## config.mk

```make
export PLATFORM = sky130hd
export DESIGN_NAME = rab_lookup_sched
export DESIGN_NICKNAME = d
export VERILOG_FILES = /design/src/rtl/rab_sched_pkg.sv /design/src/rtl/rr_arb2.sv /design/src/rtl/rab_lookup_sched.sv
export SDC_FILE = /design/constraint.sdc
export NUM_CORES = 1
export LEC_CHECK = 0
export CORE_MARGIN = 2
export CORE_UTILIZATION = 38
export CTS_CLUSTER_DIAMETER = 200
export DETAILED_ROUTE_END_ITERATION = 7
export PLACE_DENSITY = 0.84
export REMOVE_ABC_BUFFERS = 1
export SYNTH_ARGS = -nofsm -noshare
export SYNTH_HDL_FRONTEND = slang
export SYNTH_HIERARCHICAL = 1
export SYNTH_SLANG_ARGS = --single-unit
```

## constraint.sdc

```tcl
create_clock -name s_axi_aclk -period 3.85 [get_ports s_axi_aclk]
set_input_delay 0.77 -clock s_axi_aclk [delete_from_list [all_inputs] [get_ports s_axi_aclk]]
set_output_delay 0.77 -clock s_axi_aclk [all_outputs]
set_load 0.01 [all_outputs]
```

## src/rtl/rab_sched_pkg.sv

```systemverilog
// Shared types for the RAB lookup scheduler: FSM states and port ids.
// Port ids double as the lut_select encoding (1 = port1, 0 = port2).
package rab_sched_pkg;

    typedef enum logic [1:0] {
        IDLE      = 2'd0,
        LOOKUP    = 2'd1,
        WAIT_SENT = 2'd2
    } state_t;

    localparam logic PORT1 = 1'b1;
    localparam logic PORT2 = 1'b0;

endpackage

```

## src/rtl/rr_arb2.sv

```systemverilog
// Two-way round-robin arbiter; combinational grant, last_grant updates on the granting edge.
// No backpressure of its own: grant_en gates whether a grant is issued this cycle.
module rr_arb2
    import rab_sched_pkg::*;
(
    input  logic       clk,
    input  logic       rst,
    input  logic [1:0] req,       // [1] = port1, [0] = port2
    input  logic       grant_en,
    output logic [1:0] grant,
    output logic       winner
);

    logic last_grant;

    always_comb begin
        winner = PORT2;
        grant  = 2'b00;
        if (req == 2'b11) begin
            winner = ~last_grant;
        end else if (req[1]) begin
            winner = PORT1;
        end
        if (grant_en && (req != 2'b00)) begin
            grant = (winner == PORT1) ? 2'b10 : 2'b01;
        end
    end

    // Reset to port2 so that port1 wins the first tie.
    always_ff @(posedge clk or posedge rst) begin
        if (rst) begin
            last_grant <= PORT2;
        end else if (grant != 2'b00) begin
            last_grant <= winner;
        end
    end

endmodule

```

## src/rtl/rab_lookup_sched.sv

```systemverilog
// Shares one RAB lookup between write/read address ports; accept/drop LOOKUP_LAT cycles after grant.
// Requesters hold req until accept/drop; an accepted owner blocks the lookup until its sent pulse.
module rab_lookup_sched
    import rab_sched_pkg::*;
#(
    parameter int LOOKUP_LAT = 2,
    parameter int ADDR_W     = 32,
    parameter int ERR_CNT_W  = 8
) (
    input  logic                 s_axi_aclk,
    input  logic                 s_axi_areset,
    input  logic                 port1_req,
    input  logic [ADDR_W-1:0]    port1_addr,
    input  logic                 port1_sent,
    output logic                 port1_accept,
    output logic                 port1_drop,
    input  logic                 port2_req,
    input  logic [ADDR_W-1:0]    port2_addr,
    input  logic                 port2_sent,
    output logic                 port2_accept,
    output logic                 port2_drop,
    output logic [ADDR_W-1:0]    lut_addr,
    output logic                 lut_select,
    input  logic                 no_hit,
    input  logic                 multiple_hit,
    input  logic                 no_prot,
    input  logic [ADDR_W-1:0]    out_addr,
    output logic [ADDR_W-1:0]    out_addr_reg,
    output logic                 int_miss,
    output logic                 int_multi,
    output logic                 int_prot,
    output logic                 err_valid,
    output logic [ADDR_W-1:0]    err_addr,
    output logic                 err_port,
    output logic [ERR_CNT_W-1:0] err_cnt,
    input  logic                 err_clr
);

    localparam int CNT_W = (LOOKUP_LAT > 1) ? $clog2(LOOKUP_LAT) : 1;
    localparam logic [CNT_W-1:0] SAMPLE_CNT = CNT_W'(LOOKUP_LAT - 1);

    state_t         state, state_n;
    logic [CNT_W-1:0] cnt;
    logic [1:0]     grant;
    logic           winner;
    logic           grant_fire;
    logic           sample;
    logic           fault;
    logic           accept_r;
    logic           drop_r;

    rr_arb2 u_arb (
        .clk      (s_axi_aclk),
        .rst      (s_axi_areset),
        .req      ({port1_req, port2_req}),
        .grant_en (state == IDLE),
        .grant    (grant),
        .winner   (winner)
    );

    assign grant_fire = (grant != 2'b00);
    assign sample     = (state == LOOKUP) && (cnt == SAMPLE_CNT);
    assign fault      = no_hit | multiple_hit | ~no_prot;

    // lut_select is stable from grant to the next grant, so it steers the result pulses.
    assign port1_accept = accept_r & (lut_select == PORT1);
    assign port2_accept = accept_r & (lut_select == PORT2);
    assign port1_drop   = drop_r   & (lut_select == PORT1);
    assign port2_drop   = drop_r   & (lut_select == PORT2);

    always_ff @(posedge s_axi_aclk or posedge s_axi_areset) begin
        if (s_axi_areset) begin
            state <= IDLE;
        end else begin
            state <= state_n;
        end
    end

    always_comb begin
        state_n = state;
        case (state)
            IDLE:      if (grant_fire) state_n = LOOKUP;
            LOOKUP:    if (sample) state_n = fault ? IDLE : WAIT_SENT;
            WAIT_SENT: if ((lut_select == PORT1) ? port1_sent : port2_sent) state_n = IDLE;
            default:   state_n = IDLE;
        endcase
    end

    always_ff @(posedge s_axi_aclk or posedge s_axi_areset) begin
        if (s_axi_areset) begin
            cnt          <= '0;
            lut_addr     <= '0;
            lut_select   <= 1'b0;
            out_addr_reg <= '0;
            accept_r     <= 1'b0;
            drop_r       <= 1'b0;
            int_miss     <= 1'b0;
            int_multi    <= 1'b0;
            int_prot     <= 1'b0;
            err_valid    <= 1'b0;
            err_addr     <= '0;
            err_port     <= 1'b0;
            err_cnt      <= '0;
        end else begin
            accept_r  <= 1'b0;
            drop_r    <= 1'b0;
            int_miss  <= 1'b0;
            int_multi <= 1'b0;
            int_prot  <= 1'b0;

            if (grant_fire) begin
                lut_addr   <= (winner == PORT1) ? port1_addr : port2_addr;
                lut_select <= winner;
                cnt        <= '0;
            end else if (state == LOOKUP) begin
                cnt <= cnt + CNT_W'(1);
            end

            if (sample) begin
                out_addr_reg <= out_addr;
                accept_r     <= ~fault;
                drop_r       <= fault;
                int_miss     <= no_hit;
                int_multi    <= multiple_hit;
                int_prot     <= ~no_prot;
            end

            // A fault on the clearing edge restarts the record with itself as the first entry.
            if (sample && fault) begin
                if (!err_valid || err_clr) begin
                    err_addr <= lut_addr;
                    err_port <= lut_select;
                end
                err_valid <= 1'b1;
                if (err_clr) begin
                    err_cnt <= ERR_CNT_W'(1);
                end else if (!(&err_cnt)) begin
                    err_cnt <= err_cnt + ERR_CNT_W'(1);
                end
            end else if (err_clr) begin
                err_valid <= 1'b0;
                err_cnt   <= '0;
            end
        end
    end

endmodule

```

==> flow_metrics.tcl, run 1 <==
set metrics [dict create \
    outcome "finished clean" \
    finalSetupViolations 0 \
    grt_pass1_vias 4149 \
    cpPeakStageDelay_ns 0.89 \
    holdWs_ns 0.470 \
    drive_gt1_frac 0.0612 \
    fp.coreArea_sq_um 12500 \
    min_path_type "flip-flop to flip-flop" \
    drcViolationCount 0 \
    final-hold-violation-count 0 \
    grt_pass1_wl_mm 19.7 \
    dp_hpwl_mm 9.03 \
    cpLargestDelayFamily "simple AND/OR/NAND/NOR gates" \
    muxShareOfSynthArea 0.154 \
    gp_congestion 0.790 \
    yosys-top-cells-area "dfrtp_1 60%, mux2_1 8.2%, nand2_1 8.0%" \
    relSlewSlack 0.213 \
    power_density_nw_per_um2 811 \
    post-route-min-period_ns 2.59 \
    drv_cap 0 \
    path_cells "clkdlybuf4s50_1, a21boi_4, and2_1, or2_2, mux2_1" \
    stdcell_area_sq_um 7760 \
    die_y_um 117 \
    synth-seq-area-share 0.601 \
    ir_worst_vdd_mv 0.395 \
    dr_total_vias 3999 \
    yosysTopAreaCell "dfrtp_1" \
    crit_arrival_ns 2.88 \
    cts-htree-levels 4 \
    start_util 0.386 \
    dpl_worst_slack_ns 0.822 \
    required_ns 4.14 \
    leakage_uw 0.00335 \
    grt_use_total 0.189 \
    rows 41 \
    post_cts_buffers 0 \
    clkTransAtPathRegs_ns 0.05 \
    wire_per_inst_um 14.8 \
    wirelength_mm 12.5 \
    dr.pass1.iters 4 \
    cts-hold-fix-buffers 0 \
    synth_compound_area_frac 0.0552 \
    skew_ns 0.00835 \
    synth-simple-area-share 0.154 \
    antenna_found_initial 0 \
    cts_root_buf "clkbuf_16" \
    critPathMaxFanout 67 \
    diodes 0 \
    ys_types 38 \
    io_pins 220 \
    clk_latency_ns 0.41 \
    grt_max_degree 68 \
    synthAdderAreaFrac 0.00259 \
    cts_tree "built" \
    overflow 0 \
    critPathSlowestCell "or2_2" \
    synth_top_area_share 0.601 \
    synth.avg_cell_area_sq_um 11.0 \
    final_nets 764 \
    ys_warn_count 6 \
    drt_iter0_drc 198 \
    cts_resized 0 \
    rsz0062_at_grt "no" \
    numPortBuffers 219 \
    timing.fmax_mhz 386 \
    min_period_over_period 0.674 \
    synth_top_family_by_area "multiplexers" \
    critPathBufInv 1 \
    die_area_sq_um 13600 \
    start_kind "input pin" \
    path_class "input pin to flip-flop" \
    final-max-slew-violation-count 0 \
    synth_cells 439 \
    fin_tns_setup_ns 0 \
    worst_slack_ns 1.26 \
    cts.path.max_buffers 2 \
    dpl_cell_area_sq_um 7160 \
    mappedNetlistArea_sq_um 4830 \
    cts_made_buffers 17 \
    die_x_um 117 \
    synthXorXnorAreaFrac 0.00181 \
    worst_slew_pin_slew_ns 1.18 \
    endpoint_kind "flip-flop" \
    postRouteAntennaNets 0 \
    clock-sinks 116 \
    ys_ff_latch 116 \
    area_delta_synth_final_pct 60.7 \
    vias_per_cell 4.75 \
]
[Yosys cell counts]
cell      number
o31ai_1        1
nand4_1        1
nand3_1        3
o21ai_0        2
mux2i_1       35
nor3_1         1
clkbuf_1      14
o41ai_1        1
nor2_4         1
inv_1          6
buf_4          1
or3b_1         1
ha_1           1
o211ai_1       1
or4_1          1
mux2_1        35
nand2_1      103
and2_1         5
o21ai_1        2
buf_6          4
nor2_1        40
or2_2          1
a31oi_1        1
o211ai_2       1
dfrtp_1      116
nor2b_1        6
nor4_2         1
a211oi_1       1
a21boi_2       1
or3_1          3
xnor2_1        1
and3b_1        1
or2_1          1
buf_1          2
nand3b_1       3
buf_2          3
nor3b_1        1
a21oi_1       37
[stage by stage]
stage,utilization,std cells,total power (uW)
floorplan,-,415,3240
global placement,0.572,810,4650
detailed placement,0.572,810,4770
CTS,0.620,842,6370
global route,0.620,842,6710
finish,0.620,842,6290
[final cells by class]
type | instances | area [sq um]
Fill cell | 1030 | 4760
Sequential cell | 116 | 2900
Timing Repair Buffer | 223 | 2230
Multi-Input combinational cell | 293 | 1780
Clock buffer | 23 | 498
Tap cell | 172 | 215
Clock inverter | 9 | 100
Inverter | 6 | 25.0
[tightest hold or removal path, stage by stage, from the launching register on]
cell     delay (ns)
dfrtp_1        0.34
nand2_1        0.05
nand2_1        0.05
[kinds of logic (layout without fill, tap and decap cells)]
kind of cell / after synthesis / count (layout)
flip-flops: 116 / 116
XOR/XNOR: 1 / 1
multiplexers: 70 / 70
buffers and inverters: 30 / 261
AO/OA/AOI/OAI: 48 / 48
AND/OR/NAND/NOR: 173 / 173
adder cells (fa/ha/maj): 1 / 1
[power by group]
part | switching [uW] | internal (uW) | total [uW]
clock | 529 | 1030 | 1560
sequential | 355 | 1790 | 2140
combinational | 1170 | 1420 | 2590
[layer usage]
| layer | routed length [um] | track usage | up-vias |
|---|---|---|---|
| met5 | 0 | 0 | - |
| met4 | 374 | 0.0980 | 0 |
| met3 | 1180 | 0.0768 | 29 |
| met2 | 5980 | 0.310 | 174 |
| met1 | 4940 | 0.211 | 1893 |
| li1 | - | - | 1903 |
[cells in the final DEF (no fill, tap or decap), types with 2 or more instances in the layout]
master / synthesis / routed
clkinvlp_4: 0 / 2
nor2b_1: 6 / 6
inv_1: 6 / 5
a21oi_1: 37 / 37
nand3b_1: 3 / 3
o21ai_0: 2 / 2
buf_4: 1 / 3
clkdlybuf4s50_1: 0 / 219
nand3_1: 3 / 3
and2_1: 5 / 5
bufinv_16: 0 / 2
nor2_1: 40 / 40
clkinv_2: 0 / 5
mux2i_1: 35 / 35
clkbuf_8: 0 / 5
mux2_1: 35 / 35
clkbuf_16: 0 / 17
or3_1: 3 / 3
o21ai_1: 2 / 2
dfrtp_1: 116 / 116
nand2_1: 103 / 103
[final timing paths]
kind | startpoint | slack, ns | end | cells after the start
setup / recovery | port1_req | 1.26 | lut_select | 5
hold / removal | out_addr_reg[5] | 0.47 | out_addr_reg[5] | 2
setup reg to reg | state[1] | 1.34 | err_addr[5] | 5
hold reg to reg | out_addr_reg[5] | 0.47 | out_addr_reg[5] | 2
max in group asynchronous | s_axi_areset | 2.23 | out_addr_reg[10] | 3
min in group asynchronous | s_axi_areset | 0.59 | u_arb/last_grant | 2
Power figures use the tool's default switching activity.
==> run 2: changes to the inputs <==
--- a/config.mk
+++ b/config.mk
@@ -6,10 +6,10 @@
 export NUM_CORES = 1
 export LEC_CHECK = 0
 export CORE_MARGIN = 2
-export CORE_UTILIZATION = 38
+export CORE_UTILIZATION = 42
 export CTS_CLUSTER_DIAMETER = 200
 export DETAILED_ROUTE_END_ITERATION = 7
-export PLACE_DENSITY = 0.84
+export PLACE_DENSITY = 0.88
 export REMOVE_ABC_BUFFERS = 1
 export SYNTH_ARGS = -nofsm -noshare
 export SYNTH_HDL_FRONTEND = slang
==> constraint.sdc (replaced) <==
create_clock -name s_axi_aclk -period 2.4 [get_ports s_axi_aclk]
set_input_delay 0.48 -clock s_axi_aclk [delete_from_list [all_inputs] [get_ports s_axi_aclk]]
set_output_delay 0.48 -clock s_axi_aclk [all_outputs]
set_load 0.01 [all_outputs]
==> run 2 against run 1 <==
Effect of this change:
- core utilization rose by 7.0 points
- highest routed layer unchanged
- clock-buffer cell count fell by 2
- first-iteration DRC count rose by 2.0%
==> flow_metrics.tcl, run 2 (synthesis results as in run 1) <==
set metrics [dict create \
    final_common_cell "clkdlybuf4s50_1" \
    power_density_nw_per_um2 1310 \
    fillers 832 \
    final_cells 820 \
    cts-hold-fix-buffers 0 \
    relSlewSlack 0.340 \
    clk_latency_ns 0.41 \
    final_nets 771 \
    overflow 0 \
    crit_end "err_addr[10]" \
    vias_per_cell 4.94 \
    postRouteAntennaNets 0 \
    critPathBufInv 1 \
    fin_tns_setup_ns 0 \
    dr.pass1.iters 5 \
    wirelength_mm 13.0 \
    cts.path.max_buffers 2 \
    final-max-slew-violation-count 0 \
    timing.fmax_mhz 459 \
    skew_ns 0.00495 \
    regToRegSetupSlack_ns 0.27 \
    cts-htree-levels 4 \
    rows 39 \
    grt_max_degree 55 \
    crit_arrival_ns 2.45 \
    cts_root_buf "clkbuf_16" \
    path_class "input pin to flip-flop" \
    cts_resized 0 \
    layout_common_cells "219 x clkdlybuf4s50_1, 116 x dfrtp_1, 103 x nand2_1" \
    post-route-min-period_ns 2.18 \
    cts_tree "built" \
    diodes 0 \
    min_period_over_period 0.907 \
    cp.depth 5 \
    io_pins 220 \
    rsz0062_at_grt "no" \
    gp_congestion 0.801 \
    drv_cap 0 \
    reg2regPathDepth 4 \
    grt_pass1_vias 4269 \
    startpoint "no_hit" \
    cts_made_buffers 17 \
    numPortBuffers 219 \
    ir_worst_vdd_mv 0.868 \
    holdWs_ns 0.314 \
    die_x_um 111 \
    worst_slew_pin_slew_ns 0.988 \
    drcViolationCount 0 \
    p_total_uw 10200 \
    endpoint_kind "flip-flop" \
    die_y_um 111 \
    start_util 0.426 \
    min_path_type "input pin to async pin" \
    clock-sinks 116 \
    critPathSlowestCell "nor2_4" \
    drt_iter0_drc 202 \
    area_delta_synth_final_pct 61.8 \
    final-hold-violation-count 0 \
    cpLargestDelayFamily "simple AND/OR/NAND/NOR gates" \
    r2r-end "err_addr[10]" \
    finalSetupViolations 0 \
    fp.coreArea_sq_um 11300 \
    busiest_layer "met2" \
    path_cells "clkdlybuf4s50_1, or3b_1, nand2_1, nor2_4, mux2_1" \
    clkTransAtPathRegs_ns 0.05 \
    critPathMaxFanout 33 \
    dp_cells 788 \
    antenna_found_initial 0 \
    outcome "finished clean" \
    rr_startpoint "state[1]" \
    dr_total_vias 4051 \
    leakage_uw 0.00341 \
    cpPeakStageDelay_ns 0.78 \
    dp_hpwl_mm 9.44 \
    use_met2 0.372 \
    wire_per_inst_um 15.8 \
    grt_use_total 0.216 \
    gr-usage-met1 0.244 \
    required_ns 2.68 \
    start_kind "input pin" \
    drive_gt1_frac 0.0724 \
    use_met3 0.0864 \
    grt_pass1_wl_mm 21.1 \
    post_cts_buffers 0 \
    die_area_sq_um 12400 \
]
==> run 2: cell types whose count changed in the layout (fill, tap and decap cells not counted), sizes merged <==
cell	delta
clkbuf	-2
buf	+7
bufinv	+1
clkinvlp	-2
clkinv	+3
==> run 2: worst min-delay path by stage <==
| stage | slack (ns) | depth (start not counted) | endpoint |
|---|---|---|---|
| after global placement | 0.46 | 2 | out_addr_reg[24] |
| after floorplan | 0.21 | 1 | u_arb/last_grant |
| after detailed placement | 0.46 | 2 | out_addr_reg[0] |
| after global routing | 0.30 | 2 | u_arb/last_grant |
| after CTS | 0.29 | 2 | u_arb/last_grant |
| final | 0.31 | 2 | u_arb/last_grant |
==> run 2: layer usage <==
layer  vias up  share of wire
met1      1956           0.39
li1       1916              -
met4         0          0.011
met3        14          0.076
met2       165           0.52
met5         -              0
==> run 2: layout make-up <==
class	count	area (sq um)	share of cell area
sequential	116	2900	0.372
timing repair buffer	230	2310	0.296
multi-input combinational	293	1780	0.228
clock buffer	21	480	0.0615
tap	143	179	0.0229
clock inverter	11	130	0.0167
inverter	6	25.0	0.00320
==> run 2: power by group <==
group	leakage, uW	switching, uW	internal [uW]
Clock	0.000312	846	1720
Sequential	0.00137	600	2860
Combinational	0.00172	1890	2310
Total	0.00341	3340	6900
==> run 2: through the flow <==
stage,util,area [sq um],worst slack [ns]
3_5_place_dp,0.636,7200,-0.217
6_report,0.690,7810,0.222
5_1_grt,0.690,7810,0.0906
2_1_floorplan,-,4700,-1.12
4_1_cts,0.690,7810,0.196
3_3_place_gp,0.636,7200,-0.152
==> run 2: worst register-to-register path, stage by stage (launching register included) <==
cell and delay, ns:
dfrtp_1 0.42, and3b_1 0.25, nand2_1 0.12, nor2_4 0.78, mux2_1 0.43
==> run 3: changes to the inputs <==
--- a/config.mk
+++ b/config.mk
@@ -9,7 +9,7 @@
 export CORE_UTILIZATION = 42
 export CTS_CLUSTER_DIAMETER = 200
 export DETAILED_ROUTE_END_ITERATION = 7
-export PLACE_DENSITY = 0.88
+export PLACE_DENSITY = 0.81
 export REMOVE_ABC_BUFFERS = 1
 export SYNTH_ARGS = -nofsm -noshare
 export SYNTH_HDL_FRONTEND = slang
==> run 3 against run 2 <==
Effect of this change:
- clock skew up 0.0025 ns
- sequential cell count did not move
- cell count shrank 0.49%
- first-iteration DRC count shrank 20%
- non-clock buffer count grew 3
- largest cell class unchanged
- largest power group unchanged
==> flow_metrics.tcl, run 3 (synthesis results as in run 1) <==
set metrics [dict create \
    cts.path.max_buffers 2 \
    rsz0062_at_grt "no" \
    post-route-min-period_ns 2.17 \
    holdWs_ns 0.296 \
    final-hold-violation-count 0 \
    route.met2.wl_mm 6.12 \
    path_class "input pin to flip-flop" \
    numPortBuffers 219 \
    grt_pass1_vias 4251 \
    drcViolationCount 0 \
    cts-hold-fix-buffers 0 \
    gp_congestion 0.776 \
    dp_hpwl_mm 9.09 \
    outcome "finished clean" \
    drv_cap 0 \
    reg2regPathDepth 4 \
    wirelength_mm 12.4 \
    cts_root_buf "clkbuf_16" \
    required_ns 2.68 \
    cts_resized 0 \
    fin_tns_setup_ns 0 \
    dr_total_vias 3980 \
    fp.coreArea_sq_um 11300 \
    rr_startpoint "state[1]" \
    vias_per_cell 4.88 \
    layout_common_cells "219 x clkdlybuf4s50_1, 116 x dfrtp_1, 103 x nand2_1" \
    power_density_nw_per_um2 1270 \
    rows 39 \
    die_area_sq_um 12400 \
    critPathMaxFanout 33 \
    drt_iter0_drc 162 \
    finalSetupViolations 0 \
    leakage_uw 0.00333 \
    timing.fmax_mhz 460 \
    area_delta_synth_final_pct 59.0 \
    min_period_over_period 0.906 \
    grt_pass1_wl_mm 20.6 \
    die_x_um 111 \
    postRouteAntennaNets 0 \
    cts_made_buffers 17 \
    skew_ns 0.00745 \
    worst_slew_pin_slew_ns 0.989 \
    antenna_found_initial 0 \
    dpl_worst_slack_ns -0.217 \
    grt_use_total 0.209 \
    cts_tree "built" \
    clock-sinks 116 \
    crit_arrival_ns 2.45 \
    dr.pass1.iters 4 \
    clkTransAtPathRegs_ns 0.05 \
    start_util 0.426 \
    min_path_type "input pin to async pin" \
    regToRegSetupSlack_ns 0.31 \
    cts-htree-levels 4 \
    drive_gt1_frac 0.0594 \
    endpoint_kind "flip-flop" \
    wire_per_inst_um 15.2 \
    diodes 0 \
    worst_slack_ns 0.226 \
    overflow 0 \
    fillers 877 \
    grt_max_degree 70 \
    r2r-end "err_addr[30]" \
    drt-met1-wl_mm 4.97 \
    clk_latency_ns 0.40 \
    ir_worst_vdd_mv 0.744 \
    final-max-slew-violation-count 0 \
    dr.max_layer_used "met4" \
    die_y_um 111 \
    io_pins 220 \
    wl_met3_mm 1.04 \
    final_common_cell "clkdlybuf4s50_1" \
    final_nets 774 \
    start_kind "input pin" \
    relSlewSlack 0.339 \
    post_cts_buffers 0 \
]
==> run 3: where the power goes <==
| group | total (uW) | switching [uW] | internal (uW) |
|---|---|---|---|
| registers | 3430 | 566 | 2870 |
| logic | 4200 | 1900 | 2310 |
| clock network | 2080 | 755 | 1320 |
| total | 9710 | 3220 | 6490 |
==> run 3: layer usage <==
| metal | up-vias | track usage |
|---|---|---|
| li1 | 1917 | - |
| met1 | 1885 | 0.234 |
| met2 | 159 | 0.361 |
| met3 | 19 | 0.0837 |
| met4 | 0 | 0.0782 |
| met5 | - | 0 |
==> run 3: how the worst max path moves through the flow <==
stage | from | endpoint | cells past startpoint
2_1_floorplan | s_axi_areset | accept_r | 1
3_3_place_gp | multiple_hit | err_addr[24] | 5
6_report | no_prot | err_addr[30] | 5
5_1_grt | no_prot | err_addr[14] | 5
4_1_cts | no_prot | err_addr[30] | 5
3_5_place_dp | no_prot | err_addr[25] | 5
==> run 3: layout make-up <==
type / instances / area (sq um) / area share
Tap cell: 143 / 179 / 0.0233
Clock inverter: 1 / 5.00 / 0.000652
Inverter: 6 / 25.0 / 0.00326
Sequential cell: 116 / 2900 / 0.378
Clock buffer: 24 / 472 / 0.0615
Multi-Input combinational cell: 293 / 1780 / 0.232
Timing Repair Buffer: 233 / 2310 / 0.301
==> run 3: metrics by stage <==
step	utilization	instances	total power, uW	area [sq um]
5_1_grt	0.678	816	10400	7670
4_1_cts	0.678	816	9840	7670
6_report	0.678	816	9710	7670
3_3_place_gp	0.636	791	7520	7200
3_5_place_dp	0.636	791	7700	7200
2_1_floorplan	-	415	5210	4700
==> run 3: critical path: stages <==
cell             delay, ns
clkdlybuf4s50_1       0.44
or3b_1                0.22
nand2_1               0.11
nor2_4                0.78
mux2_1                0.40
